==> config.mk <==
export PLATFORM = sky130hd
export DESIGN_NAME = pattern_loader
export DESIGN_NICKNAME = d
export VERILOG_FILES = /design/src/rtl/pattern_loader_pkg.sv /design/src/rtl/pattern_loader_wrap.sv /design/src/rtl/pattern_loader.sv
export SDC_FILE = /design/constraint.sdc
export NUM_CORES = 1
export LEC_CHECK = 0
export CAP_MARGIN = 20
export CORE_MARGIN = 2
export CORE_UTILIZATION = 53
export DETAILED_ROUTE_END_ITERATION = 12
export PLACE_DENSITY = 0.8
export SLEW_MARGIN = 20
export SYNTH_ARGS = -nofsm -noshare
export SYNTH_HDL_FRONTEND = slang
export SYNTH_SLANG_ARGS = --single-unit
export TNS_END_PERCENT = 5
==> constraint.sdc <==
create_clock -name clk_in -period 3.5 [get_ports clk_in]
set_input_delay 0.875 -clock clk_in [delete_from_list [all_inputs] [get_ports clk_in]]
set_output_delay 0.875 -clock clk_in [all_outputs]
set_load 0.02 [all_outputs]
==> src/rtl/pattern_loader_pkg.sv <==
// Shared types and defaults for the pattern loader: load modes, FSM states and
// the grid cursor position type.
package pattern_loader_pkg;

  localparam int DEF_GRID_W = 64;
  localparam int DEF_GRID_H = 64;

  // Cursor position type; X_W of a default-sized loader matches this width.
  localparam int POS_W = $clog2(DEF_GRID_W);
  typedef logic [POS_W-1:0] pos_t;

  typedef enum logic [1:0] {
    LOAD_OVERWRITE = 2'b00,
    LOAD_MERGE     = 2'b01,
    LOAD_CLEAR     = 2'b10,
    LOAD_RESERVED  = 2'b11
  } load_mode_t;

  typedef enum logic [1:0] {
    ST_IDLE  = 2'b00,
    ST_FETCH = 2'b01,
    ST_WRITE = 2'b10,
    ST_DONE  = 2'b11
  } load_state_t;

  function automatic logic mode_is_valid(input logic [1:0] mode);
    return mode != LOAD_RESERVED;
  endfunction

endpackage

==> src/rtl/pattern_loader_wrap.sv <==
// Modulo-MAX coordinate register: loads an origin, then steps by one with
// wrap-around, so a cursor walks a toroidal axis without any divider.
module wrap_counter #(
  parameter int MAX = 64,
  parameter int W   = $clog2(MAX)
) (
  input  logic         clk,
  input  logic         rst,
  input  logic         load,
  input  logic [W-1:0] origin,
  input  logic         inc,
  output logic [W-1:0] coord
);

  localparam logic [W:0]   MAX_V = (W+1)'(MAX);
  localparam logic [W-1:0] MAX_T = W'(MAX);
  localparam logic [W-1:0] LAST  = W'(MAX - 1);
  localparam logic [W-1:0] ONE   = W'(1);

  logic [W-1:0] origin_norm;
  logic [W-1:0] coord_next;

  // An out-of-range origin (only possible when MAX is not a power of two)
  // is folded back by a single conditional subtract.
  always_comb begin
    origin_norm = ({1'b0, origin} >= MAX_V) ? origin - MAX_T : origin;
    coord_next  = (coord == LAST) ? '0 : coord + ONE;
  end

  always_ff @(posedge clk or posedge rst) begin
    if (rst) begin
      coord <= '0;
    end else if (load) begin
      coord <= origin_norm;
    end else if (inc) begin
      coord <= coord_next;
    end
  end

endmodule

==> src/rtl/pattern_loader.sv <==
// Streams a packed, row-major cell pattern into the life grid write port at a
// chosen origin, with overwrite, merge and clear-rectangle modes.
module pattern_loader
  import pattern_loader_pkg::*;
#(
  parameter int GRID_W = DEF_GRID_W,
  parameter int GRID_H = DEF_GRID_H,
  parameter int X_W    = $clog2(GRID_W),
  parameter int Y_W    = $clog2(GRID_H)
) (
  input  logic           clk_in,
  input  logic           rst_in,
  input  logic           start_in,
  input  logic           abort_in,
  input  logic [1:0]     mode_in,
  input  logic [X_W-1:0] origin_x_in,
  input  logic [Y_W-1:0] origin_y_in,
  input  logic [X_W:0]   pat_w_in,
  input  logic [Y_W:0]   pat_h_in,
  input  logic [7:0]     byte_in,
  input  logic           byte_valid_in,
  output logic           byte_ready_out,
  output logic [X_W-1:0] cell_x_out,
  output logic [Y_W-1:0] cell_y_out,
  output logic           alive_out,
  output logic           wr_en_out,
  input  logic           wr_ready_in,
  output logic           busy_out,
  output logic           done_out,
  output logic           err_out
);

  localparam logic [X_W:0] MAX_W = (X_W+1)'(GRID_W);
  localparam logic [Y_W:0] MAX_H = (Y_W+1)'(GRID_H);
  localparam logic [X_W:0] ONE_W = (X_W+1)'(1);
  localparam logic [Y_W:0] ONE_H = (Y_W+1)'(1);

  // Handshakes:
  //   byte port : a byte moves on a cycle where byte_valid_in && byte_ready_out.
  //   write port: a cell is written on a cycle where wr_en_out && wr_ready_in;
  //               while wr_en_out is high without wr_ready_in the address and
  //               alive_out hold. abort_in masks both ready and enable.
  load_state_t    state_q, state_d;
  load_mode_t     mode_q;
  logic [X_W-1:0] origin_x_q;
  logic [Y_W-1:0] origin_y_q;
  logic [X_W:0]   pat_w_q, col_q, col_d;
  logic [Y_W:0]   pat_h_q, row_q, row_d;
  logic [7:0]     shift_q, shift_d;
  logic [2:0]     bit_q, bit_d;
  logic           err_q, err_d;

  logic           latch, start_ok, advance;
  logic           last_col, last_row;
  logic           wr_en_raw, ready_raw, alive_raw;
  logic           x_load, x_inc, y_load, y_inc;
  logic [X_W-1:0] x_origin;
  logic [Y_W-1:0] y_origin;

  always_comb begin
    start_ok = (pat_w_in != '0) && (pat_w_in <= MAX_W) &&
               (pat_h_in != '0) && (pat_h_in <= MAX_H) &&
               mode_is_valid(mode_in);
    last_col = (col_q == pat_w_q - ONE_W);
    last_row = (row_q == pat_h_q - ONE_H);
    // The cursors load straight from the ports on start, and from the
    // latched origin when a row wraps back to the left edge.
    x_origin = (state_q == ST_IDLE) ? origin_x_in : origin_x_q;
    y_origin = (state_q == ST_IDLE) ? origin_y_in : origin_y_q;
  end

  always_comb begin
    state_d   = state_q;
    col_d     = col_q;
    row_d     = row_q;
    shift_d   = shift_q;
    bit_d     = bit_q;
    err_d     = 1'b0;
    latch     = 1'b0;
    advance   = 1'b0;
    wr_en_raw = 1'b0;
    ready_raw = 1'b0;
    alive_raw = 1'b0;
    x_load    = 1'b0;
    x_inc     = 1'b0;
    y_load    = 1'b0;
    y_inc     = 1'b0;

    case (state_q)
      ST_IDLE: begin
        if (start_in) begin
          latch  = 1'b1;
          x_load = 1'b1;
          y_load = 1'b1;
          col_d  = '0;
          row_d  = '0;
          if (!start_ok) begin
            err_d = 1'b1;
          end else if (load_mode_t'(mode_in) == LOAD_CLEAR) begin
            state_d = ST_WRITE;
          end else begin
            state_d = ST_FETCH;
          end
        end
      end

      ST_FETCH: begin
        ready_raw = 1'b1;
        if (byte_valid_in && !abort_in) begin
          shift_d = byte_in;
          bit_d   = '0;
          state_d = ST_WRITE;
        end
      end

      ST_WRITE: begin
        case (mode_q)
          LOAD_MERGE: begin
            wr_en_raw = shift_q[0];
            alive_raw = 1'b1;
          end
          LOAD_CLEAR: begin
            wr_en_raw = 1'b1;
            alive_raw = 1'b0;
          end
          default: begin
            wr_en_raw = 1'b1;
            alive_raw = shift_q[0];
          end
        endcase
        // A merge dead cell has nothing to write and moves on at once.
        advance = !abort_in && (!wr_en_raw || wr_ready_in);
        if (advance) begin
          if (last_col && last_row) begin
            state_d = ST_DONE;
          end else if (last_col) begin
            col_d   = '0;
            row_d   = row_q + ONE_H;
            x_load  = 1'b1;
            y_inc   = 1'b1;
            // Rows always begin on a fresh byte; leftover padding is dropped.
            state_d = (mode_q == LOAD_CLEAR) ? ST_WRITE : ST_FETCH;
          end else begin
            col_d   = col_q + ONE_W;
            x_inc   = 1'b1;
            shift_d = {1'b0, shift_q[7:1]};
            bit_d   = bit_q + 3'd1;
            if (bit_q == 3'd7 && mode_q != LOAD_CLEAR) begin
              state_d = ST_FETCH;
            end
          end
        end
      end

      ST_DONE: begin
        state_d = ST_IDLE;
      end

      default: begin
        state_d = ST_IDLE;
      end
    endcase

    if (abort_in && state_q != ST_IDLE) begin
      state_d = ST_IDLE;
    end
  end

  always_ff @(posedge clk_in or posedge rst_in) begin
    if (rst_in) begin
      state_q    <= ST_IDLE;
      mode_q     <= LOAD_OVERWRITE;
      origin_x_q <= '0;
      origin_y_q <= '0;
      pat_w_q    <= '0;
      pat_h_q    <= '0;
      col_q      <= '0;
      row_q      <= '0;
      shift_q    <= '0;
      bit_q      <= '0;
      err_q      <= 1'b0;
    end else begin
      state_q <= state_d;
      col_q   <= col_d;
      row_q   <= row_d;
      shift_q <= shift_d;
      bit_q   <= bit_d;
      err_q   <= err_d;
      if (latch) begin
        mode_q     <= load_mode_t'(mode_in);
        origin_x_q <= origin_x_in;
        origin_y_q <= origin_y_in;
        pat_w_q    <= pat_w_in;
        pat_h_q    <= pat_h_in;
      end
    end
  end

  wrap_counter #(.MAX(GRID_W), .W(X_W)) u_col_wrap (
    .clk    (clk_in),
    .rst    (rst_in),
    .load   (x_load),
    .origin (x_origin),
    .inc    (x_inc),
    .coord  (cell_x_out)
  );

  wrap_counter #(.MAX(GRID_H), .W(Y_W)) u_row_wrap (
    .clk    (clk_in),
    .rst    (rst_in),
    .load   (y_load),
    .origin (y_origin),
    .inc    (y_inc),
    .coord  (cell_y_out)
  );

  // abort_in gates the port strobes combinationally so nothing moves that cycle.
  assign wr_en_out      = wr_en_raw && !abort_in;
  assign byte_ready_out = ready_raw && !abort_in;
  assign alive_out      = alive_raw;
  assign busy_out       = (state_q != ST_IDLE);
  assign done_out       = (state_q == ST_DONE) && !abort_in;
  assign err_out        = err_q;

endmodule

==> run metrics <==
R2R depth=8; number of flops mapped to enable cells by yosys=0; unique cell type count in the Yosys netlist=between 50 and 60; worst path buffer plus inverter count=2; synthesized instance count=417; Slew HR=0.412; die area=7420 µm²; Final Max Tran Viols=0; routed wire length=a little over 9 mm; total grt overflow=0; sequence of cells on the critical path=clkdlybuf4s50_1, nor3b_1, clkdlybuf4s50_1; critical path required time=2.62 ns; slowest stage delay, CP=about 0.65 ns; outcome=completed; Starting Density=0.557; post-route cell area=approximately 4500 µm²; Critical Path AT=between 2 and 2.5 ns; asr flop ratio synth=1.00; initial antenna violation count=0; CP startpoint kind=primary input; Rows=29; Synth top cells by count=nand2_1, dfrtp_1, o21ai_0, nor2_1, a21oi_1; Finished Layout Cells=approximately 560; number of vias per cell=slightly below 6; number of port buffers=a little under 60; # H-tree levels=3; placed cell area=roughly 4300 µm²; Mapped Area=about 3600 µm²; area grow syn2layout=25.0%; pin slew with the least headroom to its limit=a little under 0.9 ns; setup violators final=0; net count reported at finish=about 530; critical path's slowest cell=clkdlybuf4s50_1; setup TNS=0 ns; first-pass GRT wire length=about 16 mm; area leader, netlist=dfrtp_1; f_max=310 MHz; WS Path Type=primary input to output pin; VDD IR max=497 µV; Post-CTS Setup Repair Bufs=0; Lkg Pwr=~1.9 nW; CP delay by family, top=buffers and inverters; sequential element share of the synthesized area=0.434; antenna-violating nets left=0; Critical Path Sink Type=output pin; Clock transition at path regs=around 0.06 ns; number of global-route vias before repair=3,239; post-DP HPWL=approximately 6.7 mm; area fraction of the dominant cell type after synthesis=0.434; Max Clock Skew=0.0110 ns; antenna diode count=0; DRT iter0 DRCs=199; Syn Nets=469; total track usage=0.266; post-synthesis register bit count=62; CP most frequent cell=clkdlybuf4s50_1; DR vias=roughly 3,300; cts hold-fix bufs=0; Post-CTS Resized=0; Power Total=3.54 mW; Main synth FF type=dfrtp_1; placed insts=between 500 and 600; Min-Delay Path Class=flip-flop to flip-flop; YS warnings=0; Max-cap violations=0; most numerous cell in the Yosys netlist=nand2_1; Final Wtd Congestion=around 0.86; Bufs on Longest Clock Path=2; CTS tree=built; syn_area_per_cell=~8.6 µm²; hold path cells=2; pin count of the biggest net entering global routing=38; post-DR wirelength/cell=16.4 µm; largest fanout on the critical path=7; Power Density=a little under 800 nW/µm²; DR pass1 iterations=5; flop2flop setup slack=0.35 ns; DIE HEIGHT=between 80 and 90 µm; IO Count=60; Inserted Clock Buffers=9; RSZ-0062 raised after global routing=false; core box area=around 6400 µm²; Final Hold Viols=0; period utilisation layout=0.921; ranking of synthesized cells by area=dfrtp_1, nand2_1, o21ai_0; CTS Sinks=62; Die Width=approximately 86 µm; drt drc=0; worst skew pair latency=0.34 ns; Critical Path Stages=3; CTS Root Cell=clkbuf_8; crit path time final=between 3 and 4 ns; share of layout cells above drive strength 1=0.0825
## routing by layer
layer | track usage | routed length (µm)
met4 | 0.0880 | 165
met1 | 0.371 | 4180
met2 | 0.418 | 4360
met5 | 0 | 0
met3 | 0.0510 | 538
## where the power goes
part	switching, mW	internal [mW]
Clock	0.286	0.288
Combinational	0.913	0.754
Sequential	0.299	0.995
Total	1.50	2.04
## sequential cells by signal, summed over array words and instances, names as in the netlist
name              cells
shift_q               8
pat_w_q               7
err_out               1
pat_h_q               7
mode_q                2
bit_q                 3
row_q                 7
u_row_wrap.coord      6
u_col_wrap.coord      6
origin_x_q            6
col_q                 7
state_q               2
## logic make-up after synthesis
group,Yosys count,share of synthesized area
xor gates and xnor gates,19,0.0466
muxes,8,0.0231
and+or+nand+nor,190,0.242
buffers and inverters,32,0.0347
DFF,62,0.434
adders and majority gates,10,0.0350
AOI/OAI and AO/OA,96,0.185
## stage by stage
| step | hold WS [ns] | utilization | worst slack [ns] |
|---|---|---|---|
| 2_1_floorplan | 0.438 | - | 0.628 |
| 3_3_place_gp | 0.453 | 0.668 | 0.309 |
| 3_5_place_dp | 0.467 | 0.668 | 0.286 |
| 4_1_cts | 0.483 | 0.696 | 0.279 |
| 5_1_grt | 0.497 | 0.696 | 0.205 |
| 6_report | 0.483 | 0.696 | 0.275 |
## area by class of cell
class	instances	area, µm²
timing repair buffer	71	693
clock inverter	4	22.5
fill	516	1960
inverter	14	52.6
sequential	62	1550
tap	77	96.3
multi-input combinational	323	1900
clock buffer	11	151
## path summary, 6_finish.rpt
| kind | start | end |
|---|---|---|
| min in group asynchronous | rst_in | pat_w_q[1] |
| max | abort_in | byte_ready_out |
| max reg2reg | pat_w_q[2] | u_col_wrap.coord[4] |
| max in group asynchronous | rst_in | u_row_wrap.coord[1] |
| min | origin_x_q[2] | origin_x_q[2] |
| min reg2reg | origin_x_q[2] | origin_x_q[2] |
## worst min-delay path: stages, from the launching register on
cell	delay, ns
dfrtp_1	0.34
nand2_1	0.05
nand2_1	0.06
## placed cells by master, fill, tap and decap left out, types with 6 or more instances in the layout
master and instances:
nand2_1 100, dfrtp_1 62, clkdlybuf4s50_1 59, o21ai_0 28, nor2_1 23, a21oi_1 20
nand3_1 17, inv_1 13, xnor2_1 12, nor3_1 11, clkbuf_8 11, buf_4 11
ha_1 10, or3_1 9, o211ai_1 8, a31oi_1 8, xor2_1 7, nand2b_1 6
mux2i_1 6
(Power assumes the default switching activity.)
